--- src/rtl/mul_div_unit_if.sv ---
// Handshake and result bus between the EX stage and the multi-cycle mul/div unit.
// The master is the pipeline side and the slave is the unit.
interface mul_div_unit_if;
  logic        start;
  logic [1:0]  op;
  logic [31:0] src_a;
  logic [31:0] src_b;
  logic        flush;
  logic        stall_req;
  logic        done;
  logic [31:0] hi_o;
  logic [31:0] lo_o;
  logic [65:0] hilo_bus;

  modport master (
    output start, op, src_a, src_b, flush,
    input  stall_req, done, hi_o, lo_o, hilo_bus
  );

  modport slave (
    input  start, op, src_a, src_b, flush,
    output stall_req, done, hi_o, lo_o, hilo_bus
  );
endinterface

--- src/rtl/mul_div_unit.sv ---
// Iterative MULT/MULTU/DIV/DIVU unit: one bit per cycle on unsigned magnitudes,
// with a sign fix-up before HI/LO are registered.
module mul_div_unit (
  input logic           clk,
  input logic           rst,
  mul_div_unit_if.slave bus
);

  typedef enum logic [1:0] {IDLE, CALC, FIN, DONE} state_t;

  state_t      state_q, state_d;
  logic [4:0]  cnt_q, cnt_d;
  logic [31:0] hi_q, hi_d;
  logic [31:0] lo_q, lo_d;

  // Datapath state. Only the control path above is reset.
  logic [63:0] acc_q, acc_d;
  logic [31:0] opnd_q, opnd_d;
  logic        div_q, div_d;
  logic        neg_q, neg_d;
  logic        neg_rem_q, neg_rem_d;
  logic        dbz_q, dbz_d;

  logic signed [31:0] src_a_s, src_b_s;
  logic               is_signed;
  logic [31:0]        mag_a, mag_b;
  logic [32:0]        mul_sum, div_shift, div_diff;
  logic [63:0]        mul_step, div_step, fin_res;
  logic               stall, done;

  function automatic logic [31:0] abs32(input logic signed [31:0] v);
    logic [31:0] u;
    u = v;
    return u[31] ? (~u + 32'd1) : u;
  endfunction

  function automatic logic [31:0] neg32(input logic [31:0] v);
    return ~v + 32'd1;
  endfunction

  function automatic logic [63:0] neg64(input logic [63:0] v);
    return ~v + 64'd1;
  endfunction

  assign src_a_s   = bus.src_a;
  assign src_b_s   = bus.src_b;
  assign is_signed = ~bus.op[0];
  assign mag_a     = is_signed ? abs32(src_a_s) : bus.src_a;
  assign mag_b     = is_signed ? abs32(src_b_s) : bus.src_b;

  // One iteration of each algorithm. Multiply keeps {partial product, multiplier};
  // divide keeps {partial remainder, dividend/quotient}.
  always_comb begin
    mul_sum   = {1'b0, acc_q[63:32]} + {1'b0, (acc_q[0] ? opnd_q : 32'd0)};
    mul_step  = {mul_sum, acc_q[31:1]};
    div_shift = {acc_q[63:32], acc_q[31]};
    div_diff  = div_shift - {1'b0, opnd_q};
    div_step  = div_diff[32] ? {div_shift[31:0], acc_q[30:0], 1'b0}
                             : {div_diff[31:0],  acc_q[30:0], 1'b1};
    if (dbz_q) begin
      fin_res = acc_q;
    end else if (div_q) begin
      fin_res = {(neg_rem_q ? neg32(acc_q[63:32]) : acc_q[63:32]),
                 (neg_q     ? neg32(acc_q[31:0])  : acc_q[31:0])};
    end else begin
      fin_res = neg_q ? neg64(acc_q) : acc_q;
    end
  end

  always_comb begin
    state_d   = state_q;
    cnt_d     = cnt_q;
    hi_d      = hi_q;
    lo_d      = lo_q;
    acc_d     = acc_q;
    opnd_d    = opnd_q;
    div_d     = div_q;
    neg_d     = neg_q;
    neg_rem_d = neg_rem_q;
    dbz_d     = dbz_q;
    stall     = 1'b0;

    case (state_q)
      IDLE: begin
        if (bus.start && !bus.flush) begin
          stall     = 1'b1;
          cnt_d     = 5'd0;
          div_d     = bus.op[1];
          neg_d     = is_signed & (bus.src_a[31] ^ bus.src_b[31]);
          neg_rem_d = is_signed & bus.src_a[31];
          opnd_d    = bus.op[1] ? mag_b : mag_a;
          acc_d     = bus.op[1] ? {32'd0, mag_a} : {32'd0, mag_b};
          dbz_d     = 1'b0;
          state_d   = CALC;
          // Divide by zero bypasses the iterations with the final HI/LO preloaded.
          if (bus.op[1] && (bus.src_b == 32'd0)) begin
            dbz_d   = 1'b1;
            acc_d   = {bus.src_a, 32'hFFFF_FFFF};
            state_d = FIN;
          end
        end
      end
      CALC: begin
        stall = 1'b1;
        cnt_d = cnt_q + 5'd1;
        acc_d = div_q ? div_step : mul_step;
        if (cnt_q == 5'd31) state_d = FIN;
      end
      FIN: begin
        stall   = 1'b1;
        hi_d    = fin_res[63:32];
        lo_d    = fin_res[31:0];
        state_d = DONE;
      end
      DONE: begin
        state_d = IDLE;
      end
      default: state_d = IDLE;
    endcase

    if (bus.flush) begin
      state_d = IDLE;
      hi_d    = hi_q;
      lo_d    = lo_q;
    end
  end

  always_ff @(posedge clk or posedge rst) begin
    if (rst) begin
      state_q <= IDLE;
      cnt_q   <= 5'd0;
      hi_q    <= 32'd0;
      lo_q    <= 32'd0;
    end else begin
      state_q <= state_d;
      cnt_q   <= cnt_d;
      hi_q    <= hi_d;
      lo_q    <= lo_d;
    end
  end

  always_ff @(posedge clk) begin
    acc_q     <= acc_d;
    opnd_q    <= opnd_d;
    div_q     <= div_d;
    neg_q     <= neg_d;
    neg_rem_q <= neg_rem_d;
    dbz_q     <= dbz_d;
  end

  assign done         = (state_q == DONE);
  assign bus.stall_req = stall;
  assign bus.done      = done;
  assign bus.hi_o      = hi_q;
  assign bus.lo_o      = lo_q;
  assign bus.hilo_bus  = {done, done, hi_q, lo_q};

endmodule

--- src/flat_wrapper.sv ---
// flat-port wrapper written by rule: the top's interface ports become plain ports
module mul_div_unit_flat 
  (clk, rst, bus_start, bus_op, bus_src_a, bus_src_b, bus_flush, bus_stall_req, bus_done, bus_hi_o, bus_lo_o, bus_hilo_bus);
  mul_div_unit_if bus_i ();
  input logic clk;
  input logic rst;
  input wire logic [$bits(bus_i.start)-1:0] bus_start;
  input wire logic [$bits(bus_i.op)-1:0] bus_op;
  input wire logic [$bits(bus_i.src_a)-1:0] bus_src_a;
  input wire logic [$bits(bus_i.src_b)-1:0] bus_src_b;
  input wire logic [$bits(bus_i.flush)-1:0] bus_flush;
  output wire logic [$bits(bus_i.stall_req)-1:0] bus_stall_req;
  output wire logic [$bits(bus_i.done)-1:0] bus_done;
  output wire logic [$bits(bus_i.hi_o)-1:0] bus_hi_o;
  output wire logic [$bits(bus_i.lo_o)-1:0] bus_lo_o;
  output wire logic [$bits(bus_i.hilo_bus)-1:0] bus_hilo_bus;
  assign bus_i.start = bus_start;
  assign bus_i.op = bus_op;
  assign bus_i.src_a = bus_src_a;
  assign bus_i.src_b = bus_src_b;
  assign bus_i.flush = bus_flush;
  assign bus_stall_req = bus_i.stall_req;
  assign bus_done = bus_i.done;
  assign bus_hi_o = bus_i.hi_o;
  assign bus_lo_o = bus_i.lo_o;
  assign bus_hilo_bus = bus_i.hilo_bus;
  mul_div_unit u_core (.clk(clk), .rst(rst), .bus(bus_i));
endmodule
--- config.mk ---
export PLATFORM = sky130hd
export DESIGN_NAME = mul_div_unit_flat
export DESIGN_NICKNAME = d
export VERILOG_FILES = /design/src/rtl/mul_div_unit_if.sv /design/src/rtl/mul_div_unit.sv /design/src/flat_wrapper.sv
export SDC_FILE = /design/constraint.sdc
export NUM_CORES = 1
export LEC_CHECK = 0
export CAP_MARGIN = 20
export CELL_PAD_IN_SITES_DETAIL_PLACEMENT = 1
export CELL_PAD_IN_SITES_GLOBAL_PLACEMENT = 2
export CORE_MARGIN = 10
export CORE_UTILIZATION = 37
export DETAILED_ROUTE_END_ITERATION = 10
export GPL_ROUTABILITY_DRIVEN = 0
export GPL_TIMING_DRIVEN = 0
export MAX_ROUTING_LAYER = met4
export PLACE_DENSITY = 0.88
export SLEW_MARGIN = 40
export SYNTH_ARGS = -nofsm -noshare
export SYNTH_HDL_FRONTEND = slang
export SYNTH_SLANG_ARGS = --single-unit
--- constraint.sdc ---
create_clock -name clk -period 7.06 [get_ports clk]
set_clock_uncertainty 0.15 [all_clocks]
set_input_delay 1.412 -clock clk [delete_from_list [all_inputs] [get_ports clk]]
set_output_delay 1.412 -clock clk [all_outputs]
set_load 0.05 [all_outputs]
==> impl_metrics.ini <==
[clock_tree]
hold_buffers = 0
clkSlewWorstSetupHoldPaths_ns = 0.06
cts_tree = built
cts-buffers-inserted = 17
cts_setup_buffers = 0
clk_path_buf_depth = 2
clk_latency_ns = 0.46
clock_sinks = 171
cts_resized = 0
clockRootBuffer = clkbuf_16
h-tree-depth = 4

[worst_setup_path]
startpoint_type = input port
reg2reg_to = u_core.acc_q[61]
endpoint_kind = output pin
r2r_start = u_core.acc_q[0]
worstPathRequired_ns = 5.50
r2r_slack_ns = 2.01
crit_arrival_ns = 3.75
crit_type = input port to output pin
worstPathCellList = clkdlybuf4s50_1, nor2b_1, and2_4, nor2_1, nor2_1, clkdlybuf4s50_1
r2r.worst_path.cells = 14
max_stage_delay_ns = 0.81
cp_num_buf_inv = 2
crit_fanout = 37
slowest_stage = clkdlybuf4s50_1
critical-path-top-delay-family = buffers and inverters

[run]
cap_violations = 0

[hold_path]
hp-class = flop to flop
min_delay_worst_endpoint = u_core.bus.hi_o[8]
min_from = u_core.bus.hi_o[8]
min_path_cells = 2

[global_routing]
grt_pass1_vias = 15790
grt_overflow = 0
grt_pass1_wl_um = 95320
grt_usage = 0.2512
grt_max_degree = 56
antenna_found_initial = 0

[timing]
timing.hold.ws_ns = 0.3530
relSlewSlack = 0.3961
slew_violations = 0
finalCritPeriodShare = 0.7526
rsz0062_at_grt = false
worstMarginPinSlew_ns = 0.9025
fin_crit_ns = 5.313
clock.fmax_ghz = 0.1882
final.setup.tns_ns = 0
setup_viol = 0
hold_viol = 0
timing.final.ws_setup_ns = 1.747

[detailed_routing]
drtAntennaViolNets = 0
drt_wl_total_um = 62400
drtIter0Drc = 1273
drc = 0
wl_per_cell_um = 24.17
drt_pass1_iterations = 5
via_per_inst = 5.837
vias = 15070

[pwr]
p_per_area_nw_per_um2 = 527.2
ir_drop_mv = 0.2200
leakage_nw = 7.468

[floorplanning]
coreArea_sq_um = 40740
die_y_um = 222.7
die_area_sq_um = 49610
num_io_pins = 202
fp.dieW_um = 222.7
row_count = 74
start_util = 0.3733

[placed_design]
dpl.cell_count = 2549
dp_hpwl_um = 50590
portBuffers = 201
place_ws_ns = 1.726

[logic_synthesis]
synth_area_leader_cell = edfxtp_1
synth.area.top_cells = edfxtp_1 20%, dfrtp_1 12%, xnor2_1 6.3%, ha_1 6.2%, mux2i_1 5.7%
ys.flop_type = edfxtp_1
synth_cells = 1814
ys_seq_area_frac = 0.3143
synthesis.area_sq_um = 15210
synth_edf_count = 100
synthesis.nets = 1961
ys_warn_count = 0
synthArstFlopShare = 0.4152
yosysTopAreaCellShare = 0.1975
synth_cell_types = 79
ys_ff_latch = 171
synth_area_per_cell_sq_um = 8.383

[status]
status = complete, no violations

[final_layout]
utilization = 0.4552
final_cells = 2582
final_common_cell = clkdlybuf4s50_1
diodes = 0
area_growth_syn_to_layout_pct = 21.95
layout_common_cells = 201 x clkdlybuf4s50_1, 180 x nand2_1, 158 x a21oi_1
drive_gt1_frac = 0.07366
nets = 2184
report_power, final:
part	switching, W	total (W)	internal, W
Clock	0.000484	0.000953	0.000470
Sequential	0.000682	0.00229	0.00161
Combinational	0.00414	0.00653	0.00239
Total	0.00531	0.00978	0.00447
worst reg2reg max path: stages, from the launching register on:
cell and delay [ns]:
edfxtp_1 0.55, inv_1 0.35, buf_1 0.47, nor2_1 0.12, ha_1 0.38, a211oi_1 0.52
o211ai_1 0.24, a21oi_1 0.37, o21ai_0 0.26, o21ai_0 0.53, o31ai_1 0.21, o41ai_1 0.37
xnor2_1 0.18, nand2_1 0.07, a21boi_1 0.15
registers in the layout, summed over array words and instances (netlist names):
register and cells:
u_core.neg_rem_q 1, u_core.opnd_q 32, u_core.div_q 1, u_core.cnt_q 5, u_core.dbz_q 1, u_core.bus.hi_o 32, u_core.bus.lo_o 32, u_core.neg_q 1
u_core.state_q 2, u_core.acc_q 64
final cells by class:
class	count	area, sq um
Buffer	149	857.1
Clock buffer	17	425.4
Clock inverter	15	148.9
Fill cell	4888	22190
Inverter	71	276.5
Multi-Input combinational cell	1423	9325
Sequential cell	171	4780
Tap cell	532	665.6
Timing Repair Buffer	204	2067
Yosys cell counts (8+ instances only):
cell	instances
a211oi_1	8
ha_1	75
xor2_1	67
nor4_1	16
and2_1	10
nor2_1	151
or3_1	13
o21ai_1	26
xnor2_1	110
a22oi_1	32
nor2b_1	11
buf_4	68
o211ai_1	15
edfxtp_1	100
a21o_1	27
inv_1	69
nor3_1	53
a31oi_1	17
o21ai_0	150
o41ai_1	8
mux2_2	16
and3_1	11
or4_1	9
dfrtp_1	71
o31ai_1	21
nand4_1	15
clkbuf_1	66
a21oi_1	158
nand2b_1	26
nand2_1	180
mux2i_1	87
nand3_1	25
o21a_1	9
stage by stage:
stage	instance area, sq um	total power [W]
2_1_floorplan	15210	0.006547
3_3_place_gp	17880	0.008585
3_5_place_dp	17950	0.008745
4_1_cts	18530	0.009726
5_1_grt	18550	0.01036
6_report	18550	0.009777
cells by family (layout without fill, tap and decap cells):
family | Yosys count | count (layout) | synth area share
fa+ha+maj | 77 | 77 | 0.06434
mux | 103 | 103 | 0.06911
compound gates | 525 | 525 | 0.2077
flops | 171 | 171 | 0.3143
buf+inv | 220 | 456 | 0.07389
xor+xnor | 178 | 178 | 0.1038
simple gates | 540 | 540 | 0.1669
per-layer routing:
layer,global-route usage,vias up,part of all wire
met1,0.3211,7480,0.44
met5,-,-,0
met2,0.3960,558,0.47
li1,-,6930,-
met3,0.03899,104,0.064
met4,0.08849,0,0.029
worst max path at each step:
stage,startpoint,to,cells after the start,slack [ns]
3_3_place_gp,bus_flush,bus_stall_req,6,0.97
2_1_floorplan,bus_start,bus_stall_req,4,2.19
3_5_place_dp,bus_src_b[22],u_core.acc_q[59],10,1.73
4_1_cts,bus_flush,bus_stall_req,6,1.73
5_1_grt,bus_flush,bus_stall_req,6,1.58
6_report,bus_flush,bus_stall_req,6,1.75
(Power assumes the default switching activity.)
